## src/rtl/hc595_scan_display.sv

```systemverilog
// Multiplexed LED scanner driving a 74HC595-style chain.
// Each slot shifts {3'b111, sel, seg} MSB first, latches it, then dwells.
// Brightness below maximum adds a blank word and an OFF dwell to the slot.
//
// state     | meaning
// ----------+-----------------------------------------------
// IDLE      | one bit period after reset, then slot 0
// SHIFT_ON  | 16 bit periods shifting the data word
// LATCH_ON  | one bit period with rck high
// DWELL_ON  | (b+1)*DWELL_UNIT bit periods showing the digit
// SHIFT_OFF | 16 bit periods shifting the blank word
// LATCH_OFF | one bit period with rck high
// DWELL_OFF | (BMAX-b)*DWELL_UNIT bit periods blanked
module hc595_scan_display #(
  parameter int NUM_DIGITS  = 8,
  parameter int SCK_DIV     = 4,
  parameter int DWELL_UNIT  = 64,
  parameter int BRIGHT_BITS = 4,
  parameter int MODE        = 0,
  parameter int SEG_INVERT  = 0
) (
  input  logic                     clk,
  input  logic                     rst,
  input  logic [NUM_DIGITS*8-1:0]  led_in,
  input  logic                     frame_load,
  output logic                     frame_ack,
  input  logic [NUM_DIGITS-1:0]    digit_en,
  input  logic [BRIGHT_BITS-1:0]   bright,
  output logic                     ser,
  output logic                     sck,
  output logic                     rck,
  output logic [4:0]               cur_digit
);

  localparam int DIV_W   = $clog2(SCK_DIV);
  localparam int BMAX    = (1 << BRIGHT_BITS) - 1;
  localparam int CNT_MAX = (BMAX + 1) * DWELL_UNIT;
  localparam int CNT_W   = $clog2(CNT_MAX + 16);

  localparam logic [DIV_W-1:0]       DIV_LAST   = DIV_W'(SCK_DIV - 1);
  localparam logic [DIV_W-1:0]       DIV_HALF   = DIV_W'(SCK_DIV / 2);
  localparam logic [CNT_W-1:0]       SHIFT_LAST = CNT_W'(15);
  localparam logic [4:0]             LAST_DIGIT = 5'(NUM_DIGITS - 1);
  localparam logic [BRIGHT_BITS-1:0] B_FULL     = BRIGHT_BITS'(BMAX);
  localparam logic [7:0]             SEG_XOR    = (SEG_INVERT != 0) ? 8'hFF : 8'h00;

  localparam logic [2:0] S_IDLE      = 3'd0;
  localparam logic [2:0] S_SHIFT_ON  = 3'd1;
  localparam logic [2:0] S_LATCH_ON  = 3'd2;
  localparam logic [2:0] S_DWELL_ON  = 3'd3;
  localparam logic [2:0] S_SHIFT_OFF = 3'd4;
  localparam logic [2:0] S_LATCH_OFF = 3'd5;
  localparam logic [2:0] S_DWELL_OFF = 3'd6;

  logic [2:0]              state_q, state_d;
  logic [DIV_W-1:0]        div_q, div_d;
  logic [CNT_W-1:0]        bits_q, bits_d;
  logic [4:0]              cur_digit_q, cur_digit_d;
  logic [BRIGHT_BITS-1:0]  b_q, b_d;
  logic [15:0]             word_q, word_d;
  logic [NUM_DIGITS*8-1:0] active_q, active_d, pending_q, pending_d;
  logic                    pend_q, pend_d, ack_q, ack_d;
  logic                    ser_q, ser_d, sck_q, sck_d, rck_q, rck_d;

  logic                    bit_end, slot_start, commit;
  logic [4:0]              dig_next, byte_idx;
  logic [7:0]              seg_sel;
  logic                    en_sel;
  logic [15:0]             data_word, blank_word;
  logic [CNT_W-1:0]        on_len, off_len;

  // Bit-period divider, next digit and slot-start / commit detection.
  always_comb begin
    bit_end = (div_q == DIV_LAST);
    div_d   = bit_end ? '0 : div_q + DIV_W'(1);
    if (state_q == S_IDLE || cur_digit_q == LAST_DIGIT) dig_next = '0;
    else dig_next = cur_digit_q + 5'd1;
    slot_start = 1'b0;
    if (bit_end) begin
      case (state_q)
        S_IDLE:      slot_start = 1'b1;
        S_DWELL_ON:  slot_start = (bits_q == '0) && (b_q == B_FULL);
        S_DWELL_OFF: slot_start = (bits_q == '0);
        default:     slot_start = 1'b0;
      endcase
    end
    commit = slot_start && (dig_next == '0) && (pend_q || frame_load);
  end

  // Double buffer: loads land in pending, commit copies to active at slot 0.
  always_comb begin
    active_d  = active_q;
    pending_d = pending_q;
    pend_d    = pend_q;
    ack_d     = 1'b0;
    if (commit) begin
      active_d = frame_load ? led_in : pending_q;
      pend_d   = 1'b0;
      ack_d    = 1'b1;
    end else if (frame_load) begin
      pending_d = led_in;
      pend_d    = 1'b1;
    end
  end

  // Word assembly; the data word reads the post-commit frame.
  always_comb begin
    byte_idx = (MODE == 0) ? LAST_DIGIT - dig_next : dig_next;
    seg_sel  = '0;
    en_sel   = 1'b0;
    for (int i = 0; i < NUM_DIGITS; i++) begin
      if (5'(i) == byte_idx) seg_sel = active_d[8*i +: 8];
      if (5'(i) == dig_next) en_sel = digit_en[i];
    end
    data_word  = {3'b111, dig_next, (en_sel ? seg_sel : 8'h00) ^ SEG_XOR};
    blank_word = {3'b111, cur_digit_q, SEG_XOR};
    on_len     = CNT_W'((int'(b_q) + 1) * DWELL_UNIT - 1);
    off_len    = CNT_W'((BMAX - int'(b_q)) * DWELL_UNIT - 1);
  end

  // Slot sequencer; bits_q counts remaining bit periods down to zero.
  always_comb begin
    state_d     = state_q;
    bits_d      = bits_q;
    cur_digit_d = cur_digit_q;
    b_d         = b_q;
    word_d      = word_q;
    if (slot_start) begin
      state_d     = S_SHIFT_ON;
      bits_d      = SHIFT_LAST;
      cur_digit_d = dig_next;
      b_d         = bright;
      word_d      = data_word;
    end else if (bit_end) begin
      case (state_q)
        S_SHIFT_ON, S_SHIFT_OFF: begin
          if (bits_q == '0) state_d = (state_q == S_SHIFT_ON) ? S_LATCH_ON : S_LATCH_OFF;
          else bits_d = bits_q - CNT_W'(1);
        end
        S_LATCH_ON: begin
          state_d = S_DWELL_ON;
          bits_d  = on_len;
        end
        S_DWELL_ON: begin
          if (bits_q == '0) begin
            state_d = S_SHIFT_OFF;
            bits_d  = SHIFT_LAST;
            word_d  = blank_word;
          end else begin
            bits_d = bits_q - CNT_W'(1);
          end
        end
        S_LATCH_OFF: begin
          state_d = S_DWELL_OFF;
          bits_d  = off_len;
        end
        S_DWELL_OFF: bits_d = bits_q - CNT_W'(1);
        default:     state_d = S_IDLE;
      endcase
    end
  end

  // Pin values; registered so ser/sck/rck move together one clk later.
  always_comb begin
    ser_d = 1'b0;
    sck_d = 1'b0;
    rck_d = (state_q == S_LATCH_ON) || (state_q == S_LATCH_OFF);
    if (state_q == S_SHIFT_ON || state_q == S_SHIFT_OFF) begin
      ser_d = word_q[bits_q[3:0]];
      sck_d = (div_q >= DIV_HALF);
    end
  end

  // State registers with synchronous reset.
  always_ff @(posedge clk) begin
    if (rst) begin
      state_q     <= S_IDLE;
      div_q       <= '0;
      bits_q      <= '0;
      cur_digit_q <= '0;
      b_q         <= '0;
      word_q      <= '0;
      active_q    <= '0;
      pending_q   <= '0;
      pend_q      <= 1'b0;
      ack_q       <= 1'b0;
      ser_q       <= 1'b0;
      sck_q       <= 1'b0;
      rck_q       <= 1'b0;
    end else begin
      state_q     <= state_d;
      div_q       <= div_d;
      bits_q      <= bits_d;
      cur_digit_q <= cur_digit_d;
      b_q         <= b_d;
      word_q      <= word_d;
      active_q    <= active_d;
      pending_q   <= pending_d;
      pend_q      <= pend_d;
      ack_q       <= ack_d;
      ser_q       <= ser_d;
      sck_q       <= sck_d;
      rck_q       <= rck_d;
    end
  end

  assign ser       = ser_q;
  assign sck       = sck_q;
  assign rck       = rck_q;
  assign frame_ack = ack_q;
  assign cur_digit = cur_digit_q;

endmodule

```

## config.mk

```make
export PLATFORM = sky130hd
export DESIGN_NAME = hc595_scan_display
export DESIGN_NICKNAME = d
export VERILOG_FILES = /design/src/rtl/hc595_scan_display.sv
export SDC_FILE = /design/constraint.sdc
export NUM_CORES = 1
export LEC_CHECK = 0
export CORE_ASPECT_RATIO = 1.2
export CORE_MARGIN = 1.5
export CORE_UTILIZATION = 45
export DETAILED_ROUTE_END_ITERATION = 8
export GPL_ROUTABILITY_DRIVEN = 0
export PLACE_DENSITY_LB_ADDON = 0.12
export SYNTH_ARGS = -nofsm -noshare
export SYNTH_HDL_FRONTEND = slang
export SYNTH_SLANG_ARGS = --single-unit
```

## constraint.sdc

```tcl
create_clock -name clk -period 6.6 [get_ports clk]
set_clock_uncertainty 0.1 [all_clocks]
set_input_delay 0.66 -clock clk [delete_from_list [all_inputs] [get_ports clk]]
set_output_delay 0.66 -clock clk [all_outputs]
set_load 0.01 [all_outputs]
```

### Word level (Yosys, flattened, before mapping)

Cells that the tools add are included.

| operators by class | value |
|---|---|
| add/subtract/negate cells | 8 |
| $mul | 0 |
| divide/modulo/power cells | 0 |
| magnitude comparators | 2 |
| equality and inequality tests | 30 |
| shift operators | 0 |
| mux-type cells | 40 |
| bitwise gates (word level) | 2 |
| reduce and logical (&&, ||, !) cells | 26 |

Operators by type and width:

| kind | number |
|---|---|
| two-way mux 64 bit | 2 |
| two-way mux 8 bit | 9 |
| two-way mux 16 bit | 4 |
| case mux 11 bit (5 select lines) | 1 |
| equality test 3 x 5 -> 1 bit (first input constant) | 8 |
| two-way mux 11 bit | 2 |
| subtractor 11 x 1 -> 11 bit (second input constant) | 2 |
| equality test 2 x 5 -> 1 bit (first input constant) | 4 |
| case mux 3 bit (5 select lines) | 1 |
| two-way mux 1 bit | 13 |
| logical NOT 11 bit | 1 |
| subtractor 11 x 2 -> 11 bit (second input constant) | 1 |
| equality test 1 x 5 -> 1 bit (first input constant) | 2 |
| logical NOT 5 bit | 2 |
| OR reduction 2 bit | 5 |
| equality test 3 bit (second input constant) | 3 |
| two-way mux 3 bit | 3 |
| != test 3 bit (second input constant) | 3 |
| AND reduction 3 bit | 3 |
| two-way mux 4 bit | 2 |
| != test 2 bit (second input constant) | 4 |
| AND reduction 4 bit | 2 |
| equality test 3 x 2 -> 1 bit (second input constant) | 2 |
| nonzero test 2 bit | 3 |
| other kinds (20) | 26 |

| word-level totals | value |
|---|---|
| bits in registers | 174 |
| bits in latches | 0 |
| bits in writable memories | 0 |
| memory bits (read-only) | 0 |
| input port bits | 79 |
| logic and storage cells | 123 |
| memories kept | 0 |

### Longest topological paths before layout

| logic depth | value |
|---|---|
| depth in word-level cells | 17 |
| depth in mapped cells | 14 |

### Least setup slack after synthesis

No wires, ideal clock.

| path | value |
|---|---|
| path kind | register to register |
| from | register cur_digit_q[1], in the netlist cur_digit[1] |
| to | register word_q[0] |
| arrival | 2919 ps |
| path slack | 3507 ps |
| stages on the path, launching flop included | 14 |
| clock period less this slack | 3093 ps |
| cells stage by stage | dfxtp_1 > ha_1 > clkbuf_1 > and4bb_1 > nor2_1 > nand2_1 > ha_1 > a2111oi_2 > and3_1 > clkbuf_1 > nor3_1 > o22ai_1 > o211ai_1 > a31oi_1 |

| between the ends | value |
|---|---|
| word-level cells in the longest chain between the ends | 17 |
| elaborated cells between the ends (all ways) | 42 |

Ends and longest elaborated chain:

| item | RTL line | RTL |
|---|---|---|
| start, declared | 58 | `logic [4:0] cur_digit_q, cur_digit_d;` |
| start signal, assigned | 194 | `cur_digit_q <= cur_digit_d;` |
| parallel branches: the longest is 2 deep, another holds adder 5 x 1 -> 5 bit | n/a |  |
| two-way mux 5 bit * | 76 | `if (state_q == S_IDLE \|\| cur_digit_q == LAST_DIGIT) dig_next = '0;` |
| parallel branches: the longest is 12 deep, another holds subtractor 3 x 5 -> 5 bit | n/a |  |
| two-way mux 8 bit * | 115 | `data_word = {3'b111, dig_next, (en_sel ? seg_sel : 8'h00) ^ SEG_XOR};` |
| two-way mux 16 bit * | 128 | `if (slot_start) begin` |
| end signal, assigned | 196 | `word_q <= word_d;` |
| end, declared | 60 | `logic [15:0] word_q, word_d;` |

Mark *: on every way between the ends.
A chain may end at the register's enable or synchronous reset.

### Worst setup path in the final report

| path | value |
|---|---|
| from | register cur_digit_q[0], in the netlist cur_digit[0] |
| to | register word_q[7] |

The elaborated chain is that of the path after synthesis.

==> impl_results.md <==
- Status: completed
- Period Utilization, post-route: 0.6352
- Post-synth top flop: dfxtp_1
- Worst EP required: between 6000 and 7000 ps
- Initial antenna violation count: 0
- Ant diodes: 0
- Synth warnings: 0
- Hold buffers post-CTS: 0
- Final Non-Filler Cells: 1290
- CTS Buffer Depth: 2
- Total GRT Usage: 0.2190
- Unique masters post-synth: 63
- Reg clk slew, reported paths: 70 ps
- PostCTS Resize Cnt: 0
- Most common cell in the netlist: nand2_1
- Cell area after layout: 9783 um2
- Chip Width: between 100 and 150 um
- Core area: around 18000 um2
- Vias per inst: ~5.5
- Fin util: 0.5383
- Post-synth top cells: nand2_1 (178), dfxtp_1 (172), nor2_1 (120)
- Power density over the cells: roughly 250 nW/um2
- Row count: 54
- I/O Buffers: 87
- Via count: slightly above 7000
- Vias in the first global route: 6615
- #FFs+latches synth: around 170
- Leak: around 0.0036 uW
- Min-delay worst type: reg2reg
- CP delay by family, top: buffers and inverters
- Sink Count: between 150 and 200
- Syn Inst Count: roughly 1000
- Grt total ovfl: 0
- Slew @ Worst Pin: 1230 ps
- Critical-path top delay cell: buf_4
- VDD IR-drop max: approximately 180 uV
- Async set-reset flop share out of synthesis: 0
- Critical path class: reg2reg
- CTS tree: done
- Relative slew slack: 0.1801
- Netlist Area Pre-Place: about 8300 um2
- Synth Area in Adders: 0.01052
- Drt wl/cell: approximately 16 um
- Crit path buffers/inverters: 1
- Multiplexer share of the synthesized area: 0.1277
- Area grow syn2layout: 17.49%
- DRT antenna net count: 0
- Pre-CTS setup slack: approximately 2500 ps
- CTS buffer count: 17
- DRT Pass-1 Iters: 5
- Final Critical Period: about 4200 ps
- Nets@finish: 1139
- Worst-Skew Late Latency: 430 ps
- Synth Area in Simple Gates: 0.2051
- Starting Density: 0.4581
- Synth Net Count: between 1000 and 1500
- XOR/XNOR Fraction of Synth Area: 0.01157
- Max H-tree Level: 4
- TNS Setup: 0 ps
- Top cell type's share of synthesized area: 0.4135
- Max Cap Viol: 0
- Worst-path fanout max: around 110
- Top Ports: slightly below 90
- CP Data Arrival Time: ~4400 ps
- Dominant cell type by area after synthesis: dfxtp_1
- Synth top area cells: dfxtp_1 (41%), mux2i_1 (8.2%), nand2_1 (8.0%)
- Postcts setup bufs: 0
- CP endpoint kind: register
- Largest family of logic cells by synthesized area: simple AND/OR/NAND/NOR gates
- Die Area: slightly below 20000 um2
- CP startpoint kind: register
- Hpwl dp: about 14000 um
- Avg Cell Area, Syn: just over 8 um2
- First-pass GRT wire length: around 34000 um
- Starting DRC count in detailed routing: 468
- F_max: 0.2385 GHz
- Largest net degree at the start of global routing: approximately 110
- DRT Wirelength: about 21000 um
- Number of flops mapped to enable cells by yosys: 0
- Setup Viol. Count Final: 0
- PnR worst setup slack: 2407 ps
- Clock root buffer: clkbuf_16
- # fillers: 1770
- Worst path cell trace: ha_1, and4bb_1, nor2_1, o21a_1, nor3_4, buf_4, mux2_2, o22ai_1, o221a_1, a211oi_2
- Share of cells above drive strength 1: 0.08255
- Seq/Total Area, Yosys: 0.4135
- Compound-Gate Fraction of Synth Area: 0.1851
- Unrepaired setup endpoints after global routing: false
- Post-DP Area: about 9200 um2
- Final Max Tran Viols: 0
- # DRC: 0
- Inst Count DP: roughly 1300
- Biggest cell delay along the critical path: roughly 900 ps
- Final Hold Fails: 0
- Die span in y: 152.0 um
## power by group
| part | switching, uW | internal, uW | leakage [uW] | total, uW |
|---|---|---|---|---|
| sequential | 25.8 | 1080 | 0.00140 | 1110 |
| combinational | 178 | 140 | 0.00193 | 319 |
| clock | 435 | 564 | 0.000280 | 999 |
## worst paths after layout
check	start	end	slack, ps	cells past startpoint
setup / recovery	cur_digit[0]$_SDFFE_PP0P_	word_q[7]$_SDFFE_PP0P_	2410	10
hold reg to reg	pending_q[26]$_SDFFE_PP0P_	pending_q[26]$_SDFFE_PP0P_	350	2
hold / removal	pending_q[26]$_SDFFE_PP0P_	pending_q[26]$_SDFFE_PP0P_	350	2
setup reg to reg	cur_digit[0]$_SDFFE_PP0P_	word_q[7]$_SDFFE_PP0P_	2410	10
## metrics by stage
stage / total power (uW) / hold slack, ps
floorplan: 1343 / 326.6
global placement: 1452 / 339.5
detailed placement: 1454 / 344.2
CTS: 2450 / 353.6
global route: 2530 / 367.9
finish: 2428 / 352.6
## layout make-up
class	instances	area, um2	share of cell area
clock inverters	11	107.6	0.01100
clock buffers	21	480.5	0.04911
flip-flops and latches	172	3443	0.3520
well taps	224	280.3	0.02865
repair buffers	95	925.9	0.09464
multi-input cells	758	4512	0.4612
inverters	9	33.78	0.003453
## cells by family (layout without fill, tap and decap cells)
logic type | after synthesis | count (layout)
buf+inv | 87 | 136
xor+xnor | 11 | 11
flops | 172 | 172
fa+ha+maj | 7 | 7
compound gates | 250 | 250
simple gates | 392 | 392
mux | 98 | 98
## cell usage in the layout (no fill, tap or decap), types with 8 or more instances in the layout
| cell | Yosys | routed |
|---|---|---|
| a211oi_1 | 11 | 11 |
| a21oi_1 | 108 | 108 |
| a221oi_1 | 8 | 8 |
| a22oi_1 | 16 | 16 |
| a31oi_1 | 10 | 10 |
| buf_4 | 4 | 10 |
| clkbuf_16 | 0 | 17 |
| clkdlybuf4s50_1 | 0 | 85 |
| dfxtp_1 | 172 | 172 |
| inv_1 | 9 | 9 |
| mux2_2 | 26 | 26 |
| mux2i_1 | 68 | 68 |
| nand2_1 | 178 | 178 |
| nand3_1 | 13 | 13 |
| nor2_1 | 120 | 120 |
| nor2b_1 | 26 | 25 |
| nor3_1 | 19 | 19 |
| o211ai_1 | 8 | 8 |
| o21ai_0 | 43 | 43 |
| o22ai_1 | 9 | 9 |
| xnor2_1 | 8 | 8 |
## sequential cells by signal, summed over array words and instances, names as in the netlist
register / flops
b_q: 4
bits_q: 11
state_q: 3
active_q: 64
pending_q: 64
rck: 1
frame_ack: 1
div_q: 2
word_q: 14
cur_digit: 5
ser: 1
sck: 1
pend_q: 1
## tightest hold or removal path, stage by stage, from the launching register on
cell and delay [ps]:
dfxtp_1 310, nand2_1 50, a21oi_1 50
## metal layers
metal	GRT usage	wire, um	up-vias
met5	0	0	-
met4	0.05628	245	0
met3	0.03697	509	21
met2	0.3828	10650	100
met1	0.2788	9445	3357
li1	-	-	3618
Note: power is estimated with default switching activity, not from simulation.
